$ cat src/rtl/toast_branch_if.sv
// toast_branch_if: EX-stage control-transfer bundle between the pipeline (master) and toast_branch_ctrl (slave)
interface toast_branch_if;
  logic        valid_i;
  logic        stall_i;
  logic [1:0]  branch_op_i;
  logic        is_jump_i;
  logic [2:0]  funct3_i;
  logic [31:0] pc_i;
  logic [31:0] rs1_data_i;
  logic [31:0] rs2_data_i;
  logic [31:0] imm_i;
  logic        redirect_o;
  logic [31:0] redirect_pc_o;
  logic        flush_o;
  logic        busy_o;
  logic        misalign_o;
  logic [31:0] link_addr_o;
  logic [31:0] branch_count_o;
  logic [31:0] taken_count_o;
  modport master (
    output valid_i, stall_i, branch_op_i, is_jump_i, funct3_i, pc_i, rs1_data_i, rs2_data_i, imm_i,
    input  redirect_o, redirect_pc_o, flush_o, busy_o, misalign_o, link_addr_o, branch_count_o, taken_count_o
  );
  modport slave (
    input  valid_i, stall_i, branch_op_i, is_jump_i, funct3_i, pc_i, rs1_data_i, rs2_data_i, imm_i,
    output redirect_o, redirect_pc_o, flush_o, busy_o, misalign_o, link_addr_o, branch_count_o, taken_count_o
  );
endinterface

$ cat src/rtl/toast_branch_ctrl.sv
// toast_branch_ctrl: EX-stage branch/JAL/JALR resolver with registered redirect and timed front-end flush; perf counters under TOAST_BRANCH_PERF_EN
`ifndef PC_RELATIVE
`define PC_RELATIVE 2'b01
`endif
`ifndef REG_OFFSET
`define REG_OFFSET 2'b10
`endif
module toast_branch_ctrl #(
  parameter int unsigned FLUSH_CYCLES = 2
) (
  input logic           clk_i,
  input logic           resetn_i,
  toast_branch_if.slave bus
);
  typedef enum logic {IDLE, FLUSH} state_t;
  state_t      state, state_nx;
  logic [2:0]  cnt, cnt_nx;
  logic        legal, eval, eq, lt, ltu, cond, taken;
  logic [31:0] target;
  assign legal = (bus.branch_op_i == `PC_RELATIVE) || (bus.branch_op_i == `REG_OFFSET);
  assign eval = bus.valid_i && !bus.stall_i && state == IDLE && legal;
  assign target = bus.branch_op_i == `REG_OFFSET ? (bus.rs1_data_i + bus.imm_i) & 32'hFFFF_FFFE : bus.pc_i + bus.imm_i;
  assign eq = bus.rs1_data_i == bus.rs2_data_i;
  assign lt = $signed(bus.rs1_data_i) < $signed(bus.rs2_data_i);
  assign ltu = bus.rs1_data_i < bus.rs2_data_i;
  assign taken = bus.is_jump_i || cond;
  assign bus.busy_o = state == FLUSH;
  assign bus.flush_o = state == FLUSH;
  assign bus.link_addr_o = bus.pc_i + 32'd4;
  // branch condition from funct3; bit 0 inverts the base compare, 010/011 never taken
  always_comb begin
    cond = bus.funct3_i[2:1] == 2'b00 ? eq ^ bus.funct3_i[0] :
           bus.funct3_i[2:1] == 2'b10 ? lt ^ bus.funct3_i[0] :
           bus.funct3_i[2:1] == 2'b11 ? ltu ^ bus.funct3_i[0] : 1'b0;
  end
  // next state: enter FLUSH on an aligned taken transfer, count down only while not stalled
  always_comb begin
    state_nx = state;
    cnt_nx = cnt;
    if (state == IDLE) begin
      if (eval && taken && !target[1]) begin
        state_nx = FLUSH;
        cnt_nx = 3'(FLUSH_CYCLES - 1);
      end
    end else if (!bus.stall_i) begin
      if (cnt == 3'd0) state_nx = IDLE;
      else cnt_nx = cnt - 3'd1;
    end
  end
  // FSM state and flush counter
  always_ff @(posedge clk_i or negedge resetn_i) begin
    if (!resetn_i) begin
      state <= IDLE;
      cnt <= '0;
    end else begin
      state <= state_nx;
      cnt <= cnt_nx;
    end
  end
  // one-cycle redirect/misalign strobes; target is captured only when a redirect is issued
  always_ff @(posedge clk_i or negedge resetn_i) begin
    if (!resetn_i) begin
      bus.redirect_o <= 1'b0;
      bus.redirect_pc_o <= '0;
      bus.misalign_o <= 1'b0;
    end else begin
      bus.redirect_o <= eval && taken && !target[1];
      bus.misalign_o <= eval && taken && target[1];
      if (eval && taken && !target[1]) bus.redirect_pc_o <= target;
    end
  end
`ifdef TOAST_BRANCH_PERF_EN
  // perf counters: every evaluated transfer, and the taken ones (misaligned included)
  always_ff @(posedge clk_i or negedge resetn_i) begin
    if (!resetn_i) begin
      bus.branch_count_o <= '0;
      bus.taken_count_o <= '0;
    end else begin
      if (eval) bus.branch_count_o <= bus.branch_count_o + 32'd1;
      if (eval && taken) bus.taken_count_o <= bus.taken_count_o + 32'd1;
    end
  end
`else
  assign bus.branch_count_o = '0;
  assign bus.taken_count_o = '0;
`endif
endmodule
$ cat src/flat_wrapper.sv
// flat-port wrapper written by rule: the top's interface ports become plain ports
module toast_branch_ctrl_flat 
#(
  parameter int unsigned FLUSH_CYCLES = 2
)
  (clk_i, resetn_i, bus_valid_i, bus_stall_i, bus_branch_op_i, bus_is_jump_i, bus_funct3_i, bus_pc_i, bus_rs1_data_i, bus_rs2_data_i, bus_imm_i, bus_redirect_o, bus_redirect_pc_o, bus_flush_o, bus_busy_o, bus_misalign_o, bus_link_addr_o, bus_branch_count_o, bus_taken_count_o);
  toast_branch_if bus_i ();
  input logic clk_i;
  input logic resetn_i;
  input wire logic [$bits(bus_i.valid_i)-1:0] bus_valid_i;
  input wire logic [$bits(bus_i.stall_i)-1:0] bus_stall_i;
  input wire logic [$bits(bus_i.branch_op_i)-1:0] bus_branch_op_i;
  input wire logic [$bits(bus_i.is_jump_i)-1:0] bus_is_jump_i;
  input wire logic [$bits(bus_i.funct3_i)-1:0] bus_funct3_i;
  input wire logic [$bits(bus_i.pc_i)-1:0] bus_pc_i;
  input wire logic [$bits(bus_i.rs1_data_i)-1:0] bus_rs1_data_i;
  input wire logic [$bits(bus_i.rs2_data_i)-1:0] bus_rs2_data_i;
  input wire logic [$bits(bus_i.imm_i)-1:0] bus_imm_i;
  output wire logic [$bits(bus_i.redirect_o)-1:0] bus_redirect_o;
  output wire logic [$bits(bus_i.redirect_pc_o)-1:0] bus_redirect_pc_o;
  output wire logic [$bits(bus_i.flush_o)-1:0] bus_flush_o;
  output wire logic [$bits(bus_i.busy_o)-1:0] bus_busy_o;
  output wire logic [$bits(bus_i.misalign_o)-1:0] bus_misalign_o;
  output wire logic [$bits(bus_i.link_addr_o)-1:0] bus_link_addr_o;
  output wire logic [$bits(bus_i.branch_count_o)-1:0] bus_branch_count_o;
  output wire logic [$bits(bus_i.taken_count_o)-1:0] bus_taken_count_o;
  assign bus_i.valid_i = bus_valid_i;
  assign bus_i.stall_i = bus_stall_i;
  assign bus_i.branch_op_i = bus_branch_op_i;
  assign bus_i.is_jump_i = bus_is_jump_i;
  assign bus_i.funct3_i = bus_funct3_i;
  assign bus_i.pc_i = bus_pc_i;
  assign bus_i.rs1_data_i = bus_rs1_data_i;
  assign bus_i.rs2_data_i = bus_rs2_data_i;
  assign bus_i.imm_i = bus_imm_i;
  assign bus_redirect_o = bus_i.redirect_o;
  assign bus_redirect_pc_o = bus_i.redirect_pc_o;
  assign bus_flush_o = bus_i.flush_o;
  assign bus_busy_o = bus_i.busy_o;
  assign bus_misalign_o = bus_i.misalign_o;
  assign bus_link_addr_o = bus_i.link_addr_o;
  assign bus_branch_count_o = bus_i.branch_count_o;
  assign bus_taken_count_o = bus_i.taken_count_o;
  toast_branch_ctrl #(.FLUSH_CYCLES(FLUSH_CYCLES)) u_core (.clk_i(clk_i), .resetn_i(resetn_i), .bus(bus_i));
endmodule
$ cat config.mk
export PLATFORM = sky130hd
export DESIGN_NAME = toast_branch_ctrl_flat
export DESIGN_NICKNAME = d
export VERILOG_FILES = /design/src/rtl/toast_branch_if.sv /design/src/rtl/toast_branch_ctrl.sv /design/src/flat_wrapper.sv
export SDC_FILE = /design/constraint.sdc
export NUM_CORES = 1
export LEC_CHECK = 0
export BUFFER_PORTS_ARGS = -buffer_cell sky130_fd_sc_hd__buf_2
export CORE_MARGIN = 1.5
export CORE_UTILIZATION = 40
export DETAILED_ROUTE_END_ITERATION = 10
export PLACE_DENSITY = 0.73
export SLEW_MARGIN = 0
export SYNTH_ARGS = -nofsm -noshare
export SYNTH_HDL_FRONTEND = slang
export SYNTH_SLANG_ARGS = --single-unit
$ cat constraint.sdc
create_clock -name clk_i -period 3.25 [get_ports clk_i]
set_input_delay 0.325 -clock clk_i [delete_from_list [all_inputs] [get_ports clk_i]]
set_output_delay 0.325 -clock clk_i [all_outputs]
set_load 0.1 [all_outputs]
### Yosys cells after proc, flatten, opt, wreduce, memory -nomap -nowiden

Cells that the tools add are included.

| cells by class | value |
|---|---|
| add/sub/neg operators | 4 |
| $mul | 0 |
| div/mod/pow operators | 0 |
| order comparisons | 2 |
| eq/ne operators | 7 |
| shift-type cells | 0 |
| mux-type cells | 12 |
| bitwise operators | 4 |
| reductions and logical operators | 14 |

Operators with widths:

| cell | number |
|---|---|
| 32-bit adder | 2 |
| 32-bit < comparator | 2 |
| 32-bit by 3-bit adder with 32-bit output, second input constant | 1 |
| 32-bit == test | 1 |
| 32-bit 2-to-1 mux | 1 |
| 3-bit 2-to-1 mux | 4 |
| 1-bit 2-to-1 mux | 7 |
| 2-bit == test, second input constant | 3 |
| 1-bit logical AND | 6 |
| 2-bit != test, second input constant | 2 |
| 3-bit logical NOT | 1 |
| 3-bit AND reduction | 1 |
| 3-bit by 1-bit subtractor with 3-bit output, second input constant | 1 |
| 1-bit XOR | 3 |
| 2-bit by 1-bit == test with 1-bit output, second input constant | 1 |
| 1-bit logical NOT | 2 |
| 2-bit logical NOT | 1 |
| 1-bit logical OR | 2 |
| 2-bit nonzero test | 1 |
| 1-bit NOT | 1 |

| storage, ports and cells | value |
|---|---|
| bits in registers | 38 |
| bits in latches | 0 |
| bits in writable memories | 0 |
| bits in read-only memories | 0 |
| word-level logic and storage cells | 48 |
| memories | 0 |

### Longest topological paths before layout

| depth | value |
|---|---|
| depth after elaboration | 10 |
| depth in mapped cells | 13 |

### Worst setup path after synthesis

OpenSTA, ideal clock, no wires.

| path | value |
|---|---|
| kind | input port to output port |
| from | input port bus_pc_i[4] |
| to | output port bus_link_addr_o[31] |
| data arrival time | 3.145 ns |
| required time | 2.925 ns |
| path slack | -0.220 ns |
| cell stages on the path | 7 |
| cell sequence | and3_1 and2_1 nand4_1 or2_2 nor3_1 nand4_1 xnor2_1 |

| on the way | value |
|---|---|
| cells in the longest elaborated chain, start to end | 1 |

RTL lines:

| what | line | RTL |
|---|---|---|
| from (decl) | flat_wrapper.sv:15 | `input wire logic [$bits(bus_i.pc_i)-1:0] bus_pc_i;` |
| 32-bit by 3-bit adder with 32-bit output | toast_branch_ctrl.sv:29 | `assign bus.link_addr_o = bus.pc_i + 32'd4;` |
| to (decl) | flat_wrapper.sv:24 | `output wire logic [$bits(bus_i.link_addr_o)-1:0] bus_link_addr_o;` |

No other way between the ends.

### Worst setup path in the final report

| path | value |
|---|---|
| from | input port bus_rs2_data_i[23] |
| to | register u_core.bus.redirect_pc_o[26] |

| on the way | value |
|---|---|
| cells in the longest elaborated chain, start to end | 8 |
| elaborated cells on any way between the ends | 12 |

RTL lines:

| what | line | RTL |
|---|---|---|
| from (decl) | flat_wrapper.sv:17 | `input wire logic [$bits(bus_i.rs2_data_i)-1:0] bus_rs2_data_i;` |
| 32-bit < comparator | toast_branch_ctrl.sv:25 | `assign ltu = bus.rs1_data_i < bus.rs2_data_i;` |
| 1-bit XOR | toast_branch_ctrl.sv:34 | `bus.funct3_i[2:1] == 2'b11 ? ltu ^ bus.funct3_i[0] : 1'b0;` |
| 1-bit 2-to-1 mux | toast_branch_ctrl.sv:34 |  |
| 1-bit 2-to-1 mux | toast_branch_ctrl.sv:33 | `bus.funct3_i[2:1] == 2'b10 ? lt ^ bus.funct3_i[0] :` |
| 1-bit 2-to-1 mux (*) | toast_branch_ctrl.sv:32 | `cond = bus.funct3_i[2:1] == 2'b00 ? eq ^ bus.funct3_i[0] :` |
| 1-bit logical OR (*) | toast_branch_ctrl.sv:26 | `assign taken = bus.is_jump_i \|\| cond;` |
| 1-bit logical AND (*) (2 in series) | toast_branch_ctrl.sv:69 | `if (eval && taken && !target[1]) bus.redirect_pc_o <= target;` |
| to (signal assigned) | toast_branch_ctrl.sv:69 |  |
| to (decl) | toast_branch_if.sv:26 | `output redirect_o, redirect_pc_o, flush_o, busy_o, misalign_o, link_addr_o, branch_count_o, taken_count_o` |

Mark *: on every way between the ends. The rest lies on a longest branch, timed or not.
A chain may end at the register's enable or synchronous reset.

==> metrics.md <==
| Metric | Value |
|---|---|
| Status | `complete, no violations` |
| #FFs+latches synth | `38` |
| Clock Sinks | `38` |
| Final #Nets | `1384` |
| Routed WL per cell | `15.6 um` |
| First-pass GRT wire length | `34300 um` |
| Launching element type of the critical path | `input port` |
| Vias in the first global route | `6772` |
| Drt total wl | `21300 um` |
| Max Fclk | `327 MHz` |
| Comb power frac | `72.6%` |
| Capture point of the worst reg-to-reg path | `u_core.bus.redirect_pc_o[26]` |
| Sw Pwr | `3.11 mW` |
| IO Port Bufs | `205` |
| Initial Utilization | `41.3%` |
| Ports | `270` |
| Required time worst endpoint | `3.44 ns` |
| Worst skew pair latency | `0.28 ns` |
| Die X | `134 um` |
| Pin count of the biggest net entering global routing | `39` |
| RSZ-0062 raised after global routing | `no` |
| Antenna violations before repair | `0` |
| Max-cap violations | `0` |
| Ratio of cells with drive above 1 in the final layout | `24.5%` |
| P_leak | `4.45 nW` |
| Slew margin rel. | `43.3%` |
| Number of flops mapped to enable cells by yosys | `0` |
| Reg power frac | `16.3%` |
| Crit path time final | `3.06 ns` |
| Clock Power Share | `11.1%` |
| Placed Cells | `1360` |
| Int Pwr | `1.82 mW` |
| Die Height | `134 um` |
| Via/cell ratio | `5.31` |
| Syn Inst Count | `916` |
| CP Class | `input port to flip-flop` |
| CP Capture Type | `flip-flop` |
| Pwr Density | `580 nW/um2` |
| Area Overhead vs Synth | `23.3%` |
| Final clock period utilization by the worst path | `94.1%` |
| Residual DRC count | `0` |
| Reg-to-reg slack, setup | `1.15 ns` |
| Final setup fails | `0` |
| Main synth FF type | `dfrtp_1` |
| Root buffer cell | `clkbuf_16` |
| Seq/Total Area, Yosys | `13.8%` |
| Diodes inserted | `0` |
| Total Power | `4.94 mW` |
| R2R depth | `5` |
| Worst vdd ir | `594 uV` |
| Clk slew on worst S/H paths | `0.06 ns` |
| Core area | `16700 um2` |
| CTS Hold Bufs | `0` |
| WP data arrival | `3.25 ns` |
| Placer congestion estimate | `0.948` |
| Distinct cells, synth | `60` |
| Reg2reg start | `u_core.bus.busy_o` |
| Actual slew at the worst max-slew pin | `0.851 ns` |
| CTS tree | `built` |
| Commonest non-fill, non-tap cell in the layout | `buf_2` |
| Vias | `7262` |
| Post-synth ARST share | `100%` |
| CTS max path bufs | `2` |
| Final ANT Viol Nets | `0` |
| Hold_ws | `0.153 ns` |
| Total track usage | `23.4%` |
| Postcts setup bufs | `0` |
| CTS buffer count | `5` |
| Core Rows | `47` |
| H-Tree Depth | `2` |
| Mapped Area | `6910 um2` |
| Post-DP HPWL | `18400 um` |
| Die area | `18100 um2` |
| DRT Pass-1 Iters | `5` |
| Starting DRC count in detailed routing | `421` |
| Type of the worst min-delay path | `input port to async pin` |
| Pins Over Slew Limit | `0` |
| Final hold violation count | `0` |
| Syn_area_per_cell | `7.54 um2` |
| Grt ovf | `0` |
| Worst Clk Skew | `0.00198 ns` |
| Crit-path max FO | `12` |
| Commonest cells after routing, fill and taps aside | `buf_2 (199), ha_1 (96), a21oi_1 (80)` |
| Switching Share | `63.1%` |
| Synth warn | `0` |
| Fin cells | `1368` |
==> Yosys cell counts, drive strengths merged, types with 13 or more instances <==
cell	count	area share, %
ha	97	18
a21oi	80	5.8
nand2	76	4.1
buf	72	7.8
nor2	61	3.3
o21ai	58	4.2
xnor2	56	7.1
inv	49	2.7
a21o	38	4.1
dfrtp	38	14
xor2	27	3.4
nand3	22	1.6
nand4	22	2.0
clkbuf	21	1.1
nor3	16	1.2
and3	15	1.4
a211oi	14	1.6
nor2b	13	1.2
==> per-stage QoR <==
stage | setup WS, ns | area, um2 | TNS (ns) | util, %
2_1_floorplan | -0.179 | 7190 | -0.179 | -
3_3_place_gp | 0.0135 | 8340 | 0 | 49.9
4_1_cts | 0.208 | 8500 | 0 | 50.9
3_5_place_dp | -0.0710 | 8340 | -0.296 | 49.9
5_1_grt | 0.0680 | 8520 | 0 | 51.0
6_report | 0.193 | 8520 | 0 | 51.0
==> critical path, cell delays in order <==
cell	delay (ns)
buf_2	0.08
inv_1	0.03
ha_1	0.30
a211o_1	0.33
or3_1	0.38
a211o_1	0.35
or3_1	0.39
a21boi_1	0.28
o211ai_4	0.19
buf_4	0.26
nor2b_1	0.13
a211oi_1	0.20
==> power by group through the flow <==
| stage | sequential, mW | combinational (mW) | clock (mW) |
|---|---|---|---|
| global placement | 0.801 | 3.54 | 0 |
| detailed placement | 0.809 | 3.56 | 0 |
| global route | 0.831 | 3.78 | 0.577 |
| finish | 0.803 | 3.58 | 0.550 |
| CTS | 0.803 | 3.57 | 0.560 |
| floorplan | 2.14 | 1.54 | 0 |
==> worst max-delay path by stage <==
stage                        from                            to  cells after the start
6_report       bus_rs2_data_i[23]  u_core.bus.redirect_pc_o[26]                     12
5_1_grt             bus_imm_i[20]  u_core.bus.redirect_pc_o[31]                     13
4_1_cts        bus_rs2_data_i[23]  u_core.bus.redirect_pc_o[26]                     12
3_5_place_dp   bus_rs2_data_i[23]  u_core.bus.redirect_pc_o[26]                     12
3_3_place_gp   bus_rs2_data_i[23]  u_core.bus.redirect_pc_o[26]                     12
2_1_floorplan         bus_pc_i[4]           bus_link_addr_o[26]                      7
==> registers in the layout, summed over array words and instances, names as in the netlist <==
register	cells
u_core.cnt	3
u_core.bus.busy_o	1
u_core.bus.misalign_o	1
u_core.bus.redirect_pc_o	32
u_core.bus.redirect_o	1
==> layout make-up <==
class	instances	area [um2]
Sequential cell	38	951
Fill cell	1687	8190
Tap cell	220	275
Multi-Input combinational cell	797	5450
Timing Repair Buffer	254	1480
Inverter	51	191
Clock inverter	2	37.5
Clock buffer	6	129
==> cell families after synthesis <==
family,after synthesis,synth area share (%)
AO/OA/AOI/OAI,272,25.0
XOR/XNOR,83,10.5
adder cells (fa/ha/maj),99,18.2
buffers and inverters,144,11.7
flip-flops,38,13.8
multiplexers,13,1.97
other,1,0.0543
AND/OR/NAND/NOR,266,18.8
==> what timing repair did <==
action / 4_1_cts / 5_1_grt
gates resized for setup: 0 / 3
endpoints found under the hold margin: 0 / 0
setup endpoints to repair: 0 / 2
==> per-layer routing <==
layer / track usage (%) / vias up / wire length [um]
met4: 3.29 / 0 / 170
met5: 0 / - / 0
met3: 3.21 / 14 / 1320
met1: 33.6 / 3345 / 10200
met2: 37.9 / 263 / 9630
li1: - / 3640 / -
Power figures use the tool's default switching activity.
